$ cat config.mk
export PLATFORM = sky130hd
export DESIGN_NAME = if_id_queue
export DESIGN_NICKNAME = d
export VERILOG_FILES = /design/src/rtl/if_id_queue.sv
export SDC_FILE = /design/constraint.sdc
export NUM_CORES = 1
export LEC_CHECK = 0
export ABC_AREA = 1
export ABC_CLOCK_PERIOD_IN_PS = 3900
export BUFFER_PORTS_ARGS = -buffer_cell sky130_fd_sc_hd__buf_2
export CORE_AREA = 2 2 189 191
export CTS_CLUSTER_SIZE = 20
export DETAILED_ROUTE_END_ITERATION = 8
export DIE_AREA = 0 0 191 193
export PLACE_DENSITY = 0.58
export REMOVE_ABC_BUFFERS = 1
export SLEW_MARGIN = 20
export SYNTH_ARGS = -nofsm -noshare
export SYNTH_HDL_FRONTEND = slang
export SYNTH_SLANG_ARGS = --single-unit
$ cat constraint.sdc
create_clock -name clk -period 3.9 [get_ports clk]
set_input_delay 0.195 -clock clk [delete_from_list [all_inputs] [get_ports clk]]
set_output_delay 0.195 -clock clk [all_outputs]
set_load 0.01 [all_outputs]
$ cat src/rtl/if_id_queue.sv
// IF->ID pipeline register backed by a small skid FIFO, so IF keeps fetching
// while ID stalls. Entries drain in fetch order; redirects and CP0 clears flush.
module if_id_queue #(
  parameter int ADDR_W = 32,
  parameter int INST_W = 32,
  parameter int DEPTH  = 4
) (
  input  logic                         clk,
  input  logic                         rst,
  input  logic                         cpu_en,
  input  logic                         exceptClear,
  input  logic                         id_shouldStall,
  input  logic                         id_shouldJumpOrBranch,
  input  logic                         if_valid,
  input  logic [ADDR_W-1:0]            if_pc_4,
  input  logic [INST_W-1:0]            if_instruction,
  output logic                         if_ready,
  output logic                         id_valid,
  output logic [ADDR_W-1:0]            id_pc_4,
  output logic [INST_W-1:0]            id_instruction,
  output logic [$clog2(DEPTH+1)-1:0]   fifo_count
);

  localparam int PW = $clog2(DEPTH);
  localparam int CW = $clog2(DEPTH+1);
  localparam logic [CW-1:0] FULL = CW'(DEPTH);

  typedef struct packed {
    logic [ADDR_W-1:0] pc_4;
    logic [INST_W-1:0] inst;
  } entry_t;

  entry_t          mem [DEPTH];
  logic [PW-1:0]   rd_ptr, wr_ptr;
  logic            advance, flush, empty, full, accept, push, pop;

  assign advance  = cpu_en & ~exceptClear & ~id_shouldStall;
  assign flush    = advance & id_shouldJumpOrBranch;
  assign empty    = (fifo_count == '0);
  assign full     = (fifo_count == FULL);
  assign if_ready = cpu_en & ~exceptClear & ~flush & (~full | (advance & ~empty));
  assign accept   = if_valid & if_ready;
  // An accepted beat bypasses the FIFO only when ID advances from an empty queue.
  assign push     = accept & (id_shouldStall | ~empty);
  assign pop      = advance & ~flush & ~empty;

  // Storage carries no reset; occupancy is tracked solely by the pointers/count.
  always_ff @(posedge clk) begin
    if (push) mem[wr_ptr] <= '{pc_4: if_pc_4, inst: if_instruction};
  end

  always_ff @(posedge clk or posedge rst) begin
    if (rst) begin
      rd_ptr         <= '0;
      wr_ptr         <= '0;
      fifo_count     <= '0;
      id_valid       <= 1'b0;
      id_pc_4        <= '0;
      id_instruction <= '0;
    end else if (exceptClear) begin
      rd_ptr         <= '0;
      wr_ptr         <= '0;
      fifo_count     <= '0;
      id_valid       <= 1'b0;
      id_pc_4        <= '0;
      id_instruction <= '0;
    end else if (cpu_en) begin
      if (flush) begin
        rd_ptr         <= '0;
        wr_ptr         <= '0;
        fifo_count     <= '0;
        id_valid       <= 1'b0;
        id_pc_4        <= '0;
        id_instruction <= '0;
      end else begin
        if (push) wr_ptr <= wr_ptr + 1'b1;
        if (pop)  rd_ptr <= rd_ptr + 1'b1;
        case ({push, pop})
          2'b10:   fifo_count <= fifo_count + 1'b1;
          2'b01:   fifo_count <= fifo_count - 1'b1;
          default: fifo_count <= fifo_count;
        endcase
        if (advance) begin
          if (!empty) begin
            id_valid       <= 1'b1;
            id_pc_4        <= mem[rd_ptr].pc_4;
            id_instruction <= mem[rd_ptr].inst;
          end else if (accept) begin
            id_valid       <= 1'b1;
            id_pc_4        <= if_pc_4;
            id_instruction <= if_instruction;
          end else begin
            id_valid       <= 1'b0;
            id_pc_4        <= '0;
            id_instruction <= '0;
          end
        end
      end
    end
  end

endmodule

==> results.json, run 1 <==
{
  "cts_buffers": 36,
  "r2r-end": "id_pc_4[28]",
  "min_path_type": "input pin to flip-flop",
  "yosysTopAreaCellShare_pct": 57.1,
  "overflow": 0,
  "grt_pass1_wl_mm": 50.0,
  "whs_ns": 0.0530,
  "crit_start": "rd_ptr[0]",
  "crit_path_end": "id_pc_4[28]",
  "routedWlPerCell_um": 16.4,
  "ys_warn_count": 0,
  "relSlewSlack_pct": 31.7,
  "dpl_cell_area_mm2": 0.0145,
  "cts-htree-levels": 2,
  "path_class": "flip-flop to flip-flop",
  "die_y_um": 193,
  "dieArea_mm2": 0.0369,
  "ant_nets": 0,
  "vias": 9202,
  "antenna_found_initial": 3,
  "status": "finished clean",
  "finalCoreUtilization_pct": 46.7,
  "viasPerCell": 4.79,
  "whs_path_depth": 3,
  "finish.instance_area_mm2": 0.0163,
  "reg2regPathDepth": 7,
  "worst_setup_path_end_kind": "flip-flop",
  "regArea_mm2": 0.00950,
  "finalSetupTns_ns": 0,
  "ys_types": 27,
  "synth_top_cell_by_area": "edfxtp_1",
  "grt_usage_pct": 17.5,
  "insertion_delay_ns": 0.51,
  "max_freq_mhz": 395,
  "ys_seq_area_share_pct": 70.5,
  "grt_pass1_vias": 9114,
  "synth_cells": 1239,
  "syn_area_per_cell_um2": 10.9,
  "dp_hpwl_mm": 17.6,
  "start_kind": "flip-flop",
  "drtPass1Iterations": 5,
  "gp_congestion": 0.755,
  "maxCapViolations": 0,
  "wl_mm": 31.6,
  "port_buffers": 139,
  "worst_slew_pin_slew_ns": 1.02,
  "fin_skew_ns": 0.0155,
  "syn_area_mm2": 0.0135,
  "core-area_mm2": 0.0350,
  "synthTopCellsByArea": "edfxtp_1, dfrtp_1, nand2_1, nand3_1, nor2_1",
  "r2r_slack_ns": 1.37,
  "setup_violations": 0,
  "cts_sinks": 328,
  "fill_cells": 3246,
  "multi_input_area_mm2": 0.00347,
  "synth_seq_cells": 328,
  "r2r-start": "rd_ptr[0]",
  "grt_max_degree": 109,
  "slew_violations": 0,
  "start_util_pct": 38.5,
  "p_per_area_mw_per_mm2": 473,
  "cts_tree": "yes",
  "layout-drive-gt1-share_pct": 15.4,
  "first_iter_violations": 600,
  "area_delta_synth_final_pct": 21.3,
  "finalCritPeriodShare_pct": 64.9,
  "rsz0062_at_grt": "no",
  "finalCriticalPeriod_ns": 2.53,
  "critPathMaxFanout": 95,
  "arrival_ns": 2.97,
  "cp.required_ns": 4.34,
  "clockBufferDepth": 3,
  "finalNetCount": 1506,
  "vdd_drop_max_mv": 0.235,
  "cts.clk_slew.worst_paths_ns": 0.06,
  "drc": 0,
  "die_w_um": 191,
  "hold_viol_final": 0,
  "row_count": 69,
  "p_leak_nw": 7.05,
  "ctsRootBufferMaster": "clkbuf_16",
  "io_pins": 140
}
-- metrics by stage --
stage | total power [W] | setup slack [ns] | std cells
after floorplan | 0.00429 | -0.801 | 1171
after global placement | 0.00449 | 1.42 | 1787
after detailed placement | 0.00450 | 1.37 | 1787
after CTS | 0.00781 | 1.36 | 1917
after global routing | 0.00803 | 1.16 | 1920
final | 0.00772 | 1.37 | 1920
-- power breakdown --
| part | leakage (nW) | internal (W) | switching, W |
|---|---|---|---|
| logic | 3.19 | 0.000206 | 0.000413 |
| clock network | 0.552 | 0.00194 | 0.00131 |
| registers | 3.30 | 0.00380 | 0.0000467 |
| total | 7.05 | 0.00595 | 0.00177 |
-- critical path: stages (launching register included) --
cell and delay (ns):
dfrtp_4 0.84, buf_4 0.83, nand2_1 0.12, nand3_1 0.13, nand2_1 0.07, nor2_1 0.14
a21oi_1 0.06, nand2_1 0.10
-- flip-flops by register name (all words and copies together) (netlist names) --
signal / flops
fifo_count: 3
id_instruction: 32
id_pc_4: 32
id_valid: 1
mem: 256
rd_ptr: 2
wr_ptr: 2
-- placed cells by master (no fill, tap or decap) --
cell           instances
nand2_1              450
edfxtp_1             256
nand3_1              170
buf_2                139
nor2_1               101
dfrtp_1               70
dlygate4sd3_1         65
a21oi_1               55
clkbuf_16             37
inv_1                 30
clkbuf_1              14
buf_4                 14
inv_2                  6
nor2_4                 5
ha_1                   5
o21ai_0                4
clkinv_2               4
diode_2                3
inv_6                  3
clkbuf_8               3
clkinv_1               3
nor2_2                 2
xor2_1                 2
nand4_1                2
bufinv_16              2
buf_12                 2
dfrtp_4                2
o21ai_1                1
nand2_4                1
nand2_2                1
nand3_2                1
a31oi_1                1
o21bai_1               1
xnor2_1                1
nor3b_4                1
inv_4                  1
fa_1                   1
-- Yosys cell counts (all sizes together) --
library cell	number
edfxtp	256
nand3	171
clkbuf	16
nor2	108
o21bai	1
buf	52
xor2	2
nand4	2
a21oi	55
inv	38
a31oi	1
o21ai	5
fa	1
ha	5
dfrtp	72
nand2	452
nor3b	1
xnor2	1
-- cell type report --
class | count | share of cell area [%]
clock inverter | 11 | 0.667
sequential | 328 | 58.2
multi-input combinational | 805 | 21.3
antenna | 3 | 0.0460
inverter | 38 | 0.920
clock buffer | 54 | 6.25
tap | 461 | 3.53
timing repair buffer | 220 | 9.14
-- what timing repair did --
item / 4_1_cts / 5_1_grt
setup buffers: 0 / 0
hold endpoints to repair: 355 / 0
gates resized for setup: 0 / 0
hold buffers: 65 / 0
-- kinds of logic after synthesis --
kind of cell	Yosys count	share of synthesized area [%]
DFF	328	70.5
buffers and inverters	106	4.01
adders and majority gates	6	0.614
AOI/OAI and AO/OA	62	2.33
and+or+nand+nor	734	22.3
xor gates and xnor gates	3	0.195
-- layer usage --
metal	up-vias	global-route usage [%]	part of all wire (%)
li1	4548	-	-
met1	4374	23.9	46
met2	241	29.3	47
met3	39	2.75	5.2
met4	0	4.23	1.6
met5	-	0	0
-- how the worst min path moves through the flow --
stage	startpoint	endpoint
6_report	if_valid	id_valid
5_1_grt	if_valid	id_valid
4_1_cts	exceptClear	wr_ptr[1]
3_5_place_dp	rst	id_instruction[21]
3_3_place_gp	rst	id_pc_4[28]
2_1_floorplan	if_instruction[0]	mem[0][0]
No activity file was read; power rests on OpenSTA's default activity.
==> run 2, diff against run 1 <==
- ABC_CLOCK_PERIOD_IN_PS: 3900 -> 2400
- PLACE_DENSITY: 0.58 -> 0.56
- clock period: 3.9 -> 2.4 ns (I/O delays scaled with it)
==> results.json, run 2 (synthesized netlist as in run 1, its figures left out) <==
{
  "cp_cell_sequence": "inv_2 > nand2_1 > nor2_1 > nor2_2 > nand3_2 > ha_1 > fa_1 > xnor2_1 > xor2_1 > o21ai_0",
  "cts_tree": "yes",
  "dieArea_mm2": 0.0369,
  "setup_violations": 0,
  "start_kind": "flip-flop",
  "min_path_type": "input pin to flip-flop",
  "layout-drive-gt1-share_pct": 16.7,
  "grt_pass1_wl_mm": 49.8,
  "r2r-start": "fifo_count[0]",
  "cp_slowest_cell": "dfrtp_1",
  "dp_hpwl_mm": 18.4,
  "drtPass1Iterations": 5,
  "p_per_area_mw_per_mm2": 783,
  "area_delta_synth_final_pct": 23.9,
  "overflow": 0,
  "grt_usage_pct": 17.5,
  "hold_viol_final": 0,
  "fin_skew_ns": 0.0181,
  "die_y_um": 193,
  "crit_path_end": "fifo_count[2]",
  "die_w_um": 191,
  "critPathMaxFanout": 3,
  "port_buffers": 139,
  "first_iter_violations": 639,
  "cp.depth": 10,
  "cts_sinks": 328,
  "crit_path_max_incr_delay_ns": 0.42,
  "max_freq_mhz": 466,
  "vias": 9224,
  "grt_pass1_vias": 8965,
  "fin_ws_ns": 0.255,
  "io_pins": 140,
  "dp_worst_setup_slack_ns": 0.271,
  "relSlewSlack_pct": 50.1,
  "slew_violations": 0,
  "wl_mm": 31.7,
  "largest_reg_flops": 256,
  "placed_cells": 1798,
  "layout_commonest_cell": "nand2_1",
  "worst_slew_pin_slew_ns": 0.749,
  "finalCritPeriodShare_pct": 89.4,
  "maxCapViolations": 0,
  "clockBufferDepth": 3,
  "viasPerCell": 4.77,
  "crit_family": "adder cells",
  "status": "finished clean",
  "final_cell_mix": "nand2_1, edfxtp_1, nand3_1",
  "insertion_delay_ns": 0.52,
  "path_class": "flip-flop to flip-flop",
  "p_leak_nw": 7.21,
  "finalNetCount": 1520,
  "cts_buffers": 37,
  "worstPathBufferInverterCount": 1,
  "crit_start": "fifo_count[0]",
  "cts-htree-levels": 2,
  "gp_congestion": 0.746,
  "routedWlPerCell_um": 16.4,
  "core-area_mm2": 0.0350,
  "worst_setup_path_end_kind": "flip-flop",
  "antenna_found_initial": 2,
  "finalCriticalPeriod_ns": 2.15,
  "row_count": 69,
  "regMostFlops": "mem",
  "drc": 0,
  "ant_nets": 0,
  "total_power_w": 0.0130,
  "reg2regPathDepth": 10,
  "arrival_ns": 2.53,
  "cts.clk_slew.worst_paths_ns": 0.06,
  "r2r-end": "fifo_count[2]",
  "ctsRootBufferMaster": "clkbuf_16",
  "vdd_drop_max_mv": 0.385,
  "r2r_slack_ns": 0.25,
  "start_util_pct": 38.5,
  "cts_resized": 0,
  "reg.largest.list": "mem (256), id_instruction (32), id_pc_4 (32)",
  "grt_max_degree": 152,
  "cp.required_ns": 2.78,
  "fin_cells": 1932,
  "rsz0062_at_grt": "no"
}
## run 2: timing repair
action | in CTS | in global routing
buffers inserted | 0 | 0
hold buffers | 67 | 0
hold endpoints to repair | 347 | 0
## run 2: worst register-to-register path, stage by stage, from the launching register on
cell,delay [ns]
dfrtp_1,0.42
inv_2,0.06
nand2_1,0.11
nor2_1,0.10
nor2_2,0.18
nand3_2,0.09
ha_1,0.24
fa_1,0.40
xnor2_1,0.17
xor2_1,0.17
o21ai_0,0.09
## run 2: worst min-delay path by stage
stage | start | endpoint | slack [ns] | depth (start not counted)
after global routing | cpu_en | fifo_count[2] | 0.08 | 4
after detailed placement | rst | id_pc_4[13] | 0.21 | 2
after global placement | rst | id_pc_4[13] | 0.20 | 2
after floorplan | if_instruction[0] | mem[0][0] | 0.22 | 0
final | id_shouldJumpOrBranch | id_valid | 0.06 | 4
after CTS | cpu_en | fifo_count[2] | 0.05 | 4
## run 2: final cells by class
| class | count | area [um2] |
|---|---|---|
| flip-flops and latches | 328 | 9500 |
| clock buffers | 50 | 1070 |
| fillers | 3211 | 18300 |
| clock inverters | 16 | 196 |
| diodes | 1 | 2.50 |
| multi-input cells | 805 | 3460 |
| repair buffers | 233 | 1720 |
| inverters | 38 | 146 |
| well taps | 461 | 577 |
## run 2: per-layer routing
layer | global-route usage [%] | part of all wire, %
met1 | 24.2 | 47
met2 | 28.9 | 46
met3 | 2.71 | 5.2
met4 | 4.56 | 1.7
met5 | 0 | 0.022
## run 2: power by group
part	switching [W]	internal, W	total, W
clock	0.00217	0.00356	0.00573
combinational	0.000749	0.000372	0.00112
sequential	0.0000179	0.00618	0.00620
## run 2: per-stage QoR
stage,setup TNS [ns],hold WS (ns),instance area [um2],utilization [%]
after floorplan,-595.56,0.219,13100,-
final,0,0.0644,16700,47.7
after detailed placement,0,0.212,14700,42.1
after CTS,0,0.0451,16700,47.7
after global placement,0,0.204,14700,42.1
after global routing,0,0.0806,16700,47.7
